File: config.mk
export PLATFORM = sky130hd
export DESIGN_NAME = mem_bus_arbiter
export DESIGN_NICKNAME = d
export VERILOG_FILES = /design/src/rtl/mem_ctrl_pkg.sv /design/src/rtl/arb2_rr.sv /design/src/rtl/mem_bus_arbiter.sv
export SDC_FILE = /design/constraint.sdc
export NUM_CORES = 1
export LEC_CHECK = 0
export ABC_AREA = 1
export CAP_MARGIN = 20
export CORE_MARGIN = 2
export CORE_UTILIZATION = 45
export CTS_CLUSTER_DIAMETER = 60
export DETAILED_ROUTE_END_ITERATION = 16
export PLACE_DENSITY = 0.78
export SETUP_SLACK_MARGIN = 0.15
export SLEW_MARGIN = 20
export SYNTH_ARGS = -nofsm -noshare
export SYNTH_HDL_FRONTEND = slang
export SYNTH_SLANG_ARGS = --single-unit
export TNS_END_PERCENT = 10
File: constraint.sdc
create_clock -name clk -period 3.3 [get_ports clk]
set_clock_uncertainty 0.05 [all_clocks]
set_input_delay 0.495 -clock clk [delete_from_list [all_inputs] [get_ports clk]]
set_output_delay 0.495 -clock clk [all_outputs]
set_load 0.02 [all_outputs]
File: src/rtl/mem_ctrl_pkg.sv
// Shared definitions for the memory bus arbiter: FSM encoding, bus direction
// constants, requester identifiers and the default timeout.
package mem_ctrl_pkg;

  typedef enum logic [2:0] {
    S_IDLE    = 3'd0,
    S_ADDR    = 3'd1,
    S_ACCESS  = 3'd2,
    S_CAPTURE = 3'd3,
    S_DONE    = 3'd4
  } state_t;

  localparam logic RW_READ  = 1'b1;
  localparam logic RW_WRITE = 1'b0;

  localparam logic OWNER_FETCH = 1'b0;
  localparam logic OWNER_DATA  = 1'b1;

  localparam int TIMEOUT_DEFAULT = 15;

endpackage

File: src/rtl/arb2_rr.sv
// Two-input round-robin arbiter. The grant register doubles as the
// "last owner" memory, so a conflict always goes to the other requester.
module arb2_rr (
  input  logic clk,
  input  logic reset,
  input  logic req0,
  input  logic req1,
  input  logic update,
  output logic grant
);

  logic grant_next;

  always_comb begin
    grant_next = grant;
    if (req0 && req1) begin
      grant_next = ~grant;
    end else if (req1) begin
      grant_next = 1'b1;
    end else if (req0) begin
      grant_next = 1'b0;
    end
  end

  // Reset to requester 1 so requester 0 wins the first conflict.
  always_ff @(posedge clk or negedge reset) begin
    if (!reset) begin
      grant <= 1'b1;
    end else if (update) begin
      grant <= grant_next;
    end
  end

endmodule

File: src/rtl/mem_bus_arbiter.sv
// Shares one memory port between a fetch requester and a data requester.
// Five-state transaction FSM with round-robin arbitration and MFC timeout.
module mem_bus_arbiter
  import mem_ctrl_pkg::*;
#(
  parameter int TIMEOUT_CYCLES = TIMEOUT_DEFAULT
) (
  input  logic        clk,
  input  logic        reset,
  input  logic        f_req,
  input  logic [15:0] f_addr,
  output logic [15:0] f_rdata,
  output logic        f_done,
  output logic        f_err,
  input  logic        d_req,
  input  logic        d_we,
  input  logic [15:0] d_addr,
  input  logic [15:0] d_wdata,
  output logic [15:0] d_rdata,
  output logic        d_done,
  output logic        d_err,
  output logic [15:0] mem_addr,
  output logic [15:0] mem_wdata,
  input  logic [15:0] mem_rdata,
  output logic        mem_en,
  output logic        R_W,
  input  logic        MFC,
  output logic        busy,
  output logic        grant
);

  localparam logic [3:0] TMO_LAST = 4'(TIMEOUT_CYCLES - 1);

  state_t      state, state_next;
  logic [3:0]  tmo_cnt, tmo_cnt_next;
  logic        timed_out, timed_out_next;
  logic [15:0] cap_data, cap_data_next;
  logic [15:0] mem_addr_next, mem_wdata_next, f_rdata_next, d_rdata_next;
  logic        mem_en_next, r_w_next, busy_next;
  logic        f_done_next, f_err_next, d_done_next, d_err_next;
  logic        arb_update;

  assign arb_update = (state == S_IDLE) && (f_req || d_req);

  arb2_rr u_arb (
    .clk    (clk),
    .reset  (reset),
    .req0   (f_req),
    .req1   (d_req),
    .update (arb_update),
    .grant  (grant)
  );

  always_ff @(posedge clk or negedge reset) begin
    if (!reset) begin
      state <= S_IDLE;
    end else begin
      state <= state_next;
    end
  end

  always_comb begin
    state_next = state;
    unique case (state)
      S_IDLE:    if (f_req || d_req) state_next = S_ADDR;
      S_ADDR:    state_next = S_ACCESS;
      S_ACCESS: begin
        if (MFC) begin
          state_next = S_CAPTURE;
        end else if (tmo_cnt == TMO_LAST) begin
          state_next = S_DONE;
        end
      end
      S_CAPTURE: state_next = S_DONE;
      S_DONE:    state_next = S_IDLE;
      default:   state_next = S_IDLE;
    endcase
  end

  // Each state's action lands on the edge leaving it, so every output is a
  // flop; mem_en and busy track the state being entered.
  always_comb begin
    tmo_cnt_next   = tmo_cnt;
    timed_out_next = timed_out;
    cap_data_next  = cap_data;
    mem_addr_next  = mem_addr;
    mem_wdata_next = mem_wdata;
    f_rdata_next   = f_rdata;
    d_rdata_next   = d_rdata;
    r_w_next       = R_W;
    mem_en_next    = (state_next == S_ACCESS);
    busy_next      = (state_next != S_IDLE);
    f_done_next    = 1'b0;
    f_err_next     = 1'b0;
    d_done_next    = 1'b0;
    d_err_next     = 1'b0;
    unique case (state)
      S_IDLE: begin
        if (state_next == S_ADDR) begin
          tmo_cnt_next   = 4'd0;
          timed_out_next = 1'b0;
        end
      end
      S_ADDR: begin
        if (grant == OWNER_DATA) begin
          mem_addr_next = d_addr;
          r_w_next      = d_we ? RW_WRITE : RW_READ;
          if (d_we) mem_wdata_next = d_wdata;
        end else begin
          mem_addr_next = f_addr;
          r_w_next      = RW_READ;
        end
      end
      S_ACCESS: begin
        // Read data is only guaranteed while MFC is high, so grab it here.
        if (MFC) begin
          cap_data_next = mem_rdata;
        end else begin
          tmo_cnt_next = tmo_cnt + 4'd1;
          if (tmo_cnt == TMO_LAST) timed_out_next = 1'b1;
        end
      end
      S_CAPTURE: begin
        if (R_W == RW_READ) begin
          if (grant == OWNER_DATA) d_rdata_next = cap_data;
          else                     f_rdata_next = cap_data;
        end
      end
      S_DONE: begin
        r_w_next = RW_READ;
        if (grant == OWNER_DATA) begin
          d_done_next = 1'b1;
          d_err_next  = timed_out;
        end else begin
          f_done_next = 1'b1;
          f_err_next  = timed_out;
        end
      end
      default: ;
    endcase
  end

  always_ff @(posedge clk or negedge reset) begin
    if (!reset) begin
      tmo_cnt   <= 4'd0;
      timed_out <= 1'b0;
      cap_data  <= 16'h0000;
      mem_addr  <= 16'h0000;
      mem_wdata <= 16'h0000;
      f_rdata   <= 16'h0000;
      d_rdata   <= 16'h0000;
      R_W       <= RW_READ;
      mem_en    <= 1'b0;
      busy      <= 1'b0;
      f_done    <= 1'b0;
      f_err     <= 1'b0;
      d_done    <= 1'b0;
      d_err     <= 1'b0;
    end else begin
      tmo_cnt   <= tmo_cnt_next;
      timed_out <= timed_out_next;
      cap_data  <= cap_data_next;
      mem_addr  <= mem_addr_next;
      mem_wdata <= mem_wdata_next;
      f_rdata   <= f_rdata_next;
      d_rdata   <= d_rdata_next;
      R_W       <= r_w_next;
      mem_en    <= mem_en_next;
      busy      <= busy_next;
      f_done    <= f_done_next;
      f_err     <= f_err_next;
      d_done    <= d_done_next;
      d_err     <= d_err_next;
    end
  end

endmodule

# Yosys cells after proc, flatten, opt, wreduce, memory -nomap -nowiden
# Index checks and enable logic that the tools add are counted.
[totals]
register_bits = 96
inputBits = 70
[classes]
add_sub_neg = 1
n_eq_ne = 10
mux = 26
n_bitwise = 1
reduce_logical = 15
[ops]
columns = ["operator", "count"]
rows = [
  ["$mux W1", 16],
  ["$mux W16", 1],
  ["$pmux W3 S4", 1],
  ["$reduce_and A3 Y1", 4],
  ["$eq A3 B2 Y1 const B", 3],
  ["$mux W3", 3],
  ["$mux W4", 2],
  ["$pmux W4 S2", 1],
  ["$eq A3 B1 Y1 const B", 2],
  ["$reduce_bool A3 Y1", 2],
  ["$add A4 B1 Y4 const B", 1],
  ["$eq A4 B4 Y1 const B", 1],
  ["$ne A2 B2 Y1 const B", 2],
  ["$pmux W1 S2", 2],
  ["$reduce_and A2 Y1", 2],
  ["$reduce_and A4 Y1", 1],
  ["$reduce_bool A2 Y1", 2],
  ["$eq A3 B3 Y1 const B", 1],
  ["$logic_not A3 Y1", 1],
  ["$logic_and A1 B1 Y1", 2],
  ["$ne A2 B1 Y1 const B", 1],
  ["$logic_or A1 B1 Y1", 1],
  ["$not A1 Y1", 1],
]

# Logic depth before layout (Yosys ltp)
[logic_depth]
depth_word = 7
mapped_depth = 7
mapped_depth_nobuf = 7

# Hierarchy
# From an unflattened synthesis, not the netlist that was laid out.
[hier_totals]
cells_unflattened = 410
hier_area_um2 = 3887.5
[modules_own_cells]
columns = ["module", "n_inst", "cells_each", "area_each_um2", "seq_area_each_um2"]
rows = [
  ["mem_bus_arbiter", 1, 403, 3837.4, 2378.5],
  ["arb2_rr", 1, 7, 50.0, 26.3],
]

# Worst setup path before layout
# No wires, ideal clock.
[synth_path]
path_kind = "register to register"
from = "register u_arb.grant"
to = "register mem_addr[10]"
setup_ps = 95
t_arrival_ps = 1208
slack_ps = 1946
path_stages_with_launch = 5
n_path_buf = 2
synth_period_minus_slack_ps = 1354
path_cell_list = "dfstp_2 buf_4 buf_4 nor2_1 o31ai_1"
[synth_between]
elab_chain_len = 1
[synth_lines]
columns = ["item", "line", "source"]
rows = [
  ["start, declared", "arb2_rr.sv:9", "output logic grant"],
  ["start signal, assigned", "arb2_rr.sv:30", "grant <= grant_next;"],
  ["$mux W16", "mem_bus_arbiter.sv:105", "if (grant == OWNER_DATA) begin"],
  ["end signal, assigned", "mem_bus_arbiter.sv:163", "mem_addr <= mem_addr_next;"],
  ["end, declared", "mem_bus_arbiter.sv:22", "output logic [15:0] mem_addr,"],
]
# Every way passes these cells.
# A chain may end at the register's enable or synchronous reset.

# Worst setup path after layout
[layout_path]
from = "register u_arb.grant"
to = "output port grant"
[layout_rtl]
columns = ["item", "line", "source"]
rows = [
  ["end, declared", "mem_bus_arbiter.sv:29", "output logic grant"],
]
# No word-level cell between the ends.

==> results by group <==
Clock network
  – Clock buffer depth: 2
  – Worst-Skew Late Latency: 350 ps
  – # hold bufs at CTS: 0
  – Clk root buf: clkbuf_8
  – Clock-pin slew on the worst setup and hold paths: 90 ps
  – Num Clock Sinks: between 90 and 100
  – Post_cts resized: 0
  – Htree depth: 3
  – Number of CTS-inserted buffers: 9
  – Post CTS Setup Buffer Count: 0
  – CTS tree: yes

Timing
  – Final Max Tran Viols: 0
  – Slew margin rel.: 49.09%
  – Crit path time final: 2433 ps
  – Final Setup Violations: 0
  – Slew @ Worst Pin: about 760 ps
  – Period utilization: 73.74%
  – Final setup TNS: 0 ps
  – RSZ-0062 raised after global routing: no
  – Hold Violations, Final: 0
  – Fmax: 410.9 MHz

Global routing
  – Antenna violations before repair: 0
  – Largest net degree at the start of global routing: 44
  – First-pass GRT wire length: between 15000 and 20000 microns
  – GR Overflow Total: 0
  – Total GRT Usage: ~20%
  – Number of global-route vias before repair: 3222

Floorplan
  – Initial cell density of the core: 45.91%
  – Die ar.: 0.009579 sq mm
  – CORE AREA: 0.008636 sq mm
  – Std-Cell Rows: 34
  – Die height: between 90 and 100 microns
  – Die Span X: 97.87 microns
  – I/O pin total: between 100 and 150

Layout
  – Layout cell share with drive strength beyond 1: roughly a tenth
  – Inserted Diodes: 0
  – Area Growth Syn to Fin: 41.12%
  – Fillers: 700
  – Core Util, Final: 64.79%
  – Nets: between 600 and 700

Routing
  – Detail Route Antenna Nets: 0
  – Vias: 3245
  – Vias per cell: 4.924
  – Drt first-iter violations: 129
  – Routed wire length: between 9000 and 10000 microns
  – First drt pass iteration count: 4
  – Wire per inst: 14.03 microns
  – DRC violations left: 0

Power
  – VDD IR max: 0.5156 mV
  – P_leak: 2.607 nW
  – Power per Cell Area: approximately 940 mW/mm^2

Placed design
  – Final Wtd Congestion: between 0.8 and 0.9
  – HPWL after detailed placement: roughly 6600 microns
  – # port buffers: 141

Synthesis
  – Seq/Total Area, Yosys: between 60 and 70%
  – Post-synth top area cell: dfrtp_1
  – Flip-flop and latch count after synthesis: 96
  – Ys flop type: dfrtp_1
  – Syn. warnings: 0
  – Share of the synthesized area in the top cell type: just under 60%
  – Synth area leaders: dfrtp_1, nand2_1, o21ai_2
  – Mapped Area: 0.003965 sq mm
  – Syn Nets: 482
  – Async SR Flop Fraction: 100.0%
  – Post-synth EDFFs: 0
  – Syn avg cell area: 9.671 sq um
  – Post-Syn Instances: just over 400
  – Synth unique cells: 27

Flow run
  – Max_cap viols: 0

Critical path
  – Critical Path RT: 2750 ps
  – Critical path buffer and inverter count: 1
  – CP Class: flop to primary output
  – WP data arrival: between 1500 and 2000 ps
  – CP peak stage delay: 840 ps
  – CP Cell Sequence: clkdlybuf4s50_1
  – Delay-heaviest family, CP: flip-flops
  – Slowest-stage cell, CP: dfstp_2
  – Critical Path Fanout Max: 23
  – CP startpoint kind: flop
  – Setup crit end kind: primary output

Run status
  – Outcome: finished, final reports clean

Hold path
  – Hold/Removal Path Class: input port to asynchronous set/reset pin
## cell type report
class | instances | area [sq um] | area share [%]
clock buffer | 10 | 137.6 | 2.460
clock inverter | 6 | 66.31 | 1.185
inverter | 30 | 112.6 | 2.013
multi-input combinational | 266 | 1315 | 23.50
sequential | 96 | 2405 | 42.98
tap | 108 | 135.1 | 2.415
timing repair buffer | 143 | 1424 | 25.45
## cell usage in the layout, fill, tap and decap left out, types with 3 or more instances in the layout
cell	count
nand3_1	8
o21ai_1	6
dfrtp_1	94
o21ai_2	26
nor2_1	37
o21ai_0	21
nand2_2	3
clkbuf_8	10
inv_1	28
nand2_1	135
o31ai_1	16
clkdlybuf4s50_1	140
buf_4	3
## cell usage after synthesis, types with 2 or more instances
master,count
o21ai_1,6
nand3_1,8
nand2_2,3
o21ai_0,21
ha_1,2
a21oi_1,2
inv_2,2
dfstp_2,2
nand2_1,135
o21ai_2,26
buf_2,6
o31ai_1,16
dfrtp_1,94
buf_4,5
nor2_4,2
buf_6,5
nor2_1,37
nor3_1,2
inv_1,28
## per-stage QoR
step	total power [mW]	setup slack (ps)	area (sq um)	instances	hold WS (ps)
final	5.254	866.6	5595	659	73.37
after floorplan	3.451	1946	3965	410	149.4
after detailed placement	4.523	1023	5391	643	414.5
after global placement	4.433	1109	5391	643	412.0
after CTS	5.318	852.3	5595	659	76.15
after global routing	5.620	783.7	5595	659	93.76
## where the power goes
group / internal (mW) / leakage, nW / switching (mW)
Clock: 0.375 / 0.107 / 0.402
Combinational: 1.07 / 1.29 / 1.40
Sequential: 1.70 / 1.21 / 0.307
## metal layers
layer	vias up	routed length, microns	track usage [%]
li1	1577	-	-
met1	1549	3875	25.31
met2	103	4638	33.83
met3	16	543	5.297
met4	0	191	6.624
met5	-	0	0
## registers in the layout, indices dropped and copies added (netlist names)
signal       cells
busy             1
tmo_cnt          4
mem_en           1
f_rdata         16
R_W              1
mem_addr        16
d_rdata         16
timed_out        1
u_arb.grant      1
d_err            1
cap_data        16
f_done           1
f_err            1
state            3
d_done           1
mem_wdata       16
## cells by family after synthesis
group                      share of synthesized area (%)
DFF                                                60.65
and+or+nand+nor                                    19.88
AOI/OAI and AO/OA                                  12.43
buffers and inverters                              6.185
xor gates and xnor gates                          0.2209
adders and majority gates                         0.6310
## final timing paths
path | startpoint | to | slack [ps] | depth (start not counted)
worst min-delay path | reset | mem_addr[10] | 70 | 1
min in group clk | mem_wdata[11] | mem_wdata[11] | 440 | 2
worst max register to register | u_arb.grant | f_rdata[7] | 1030 | 4
worst min register to register | mem_wdata[11] | mem_wdata[11] | 440 | 2
max in group asynchronous | reset | u_arb.grant | 2280 | 2
worst max-delay path | u_arb.grant | grant | 870 | 1
Note: power is estimated with default switching activity, not from simulation.
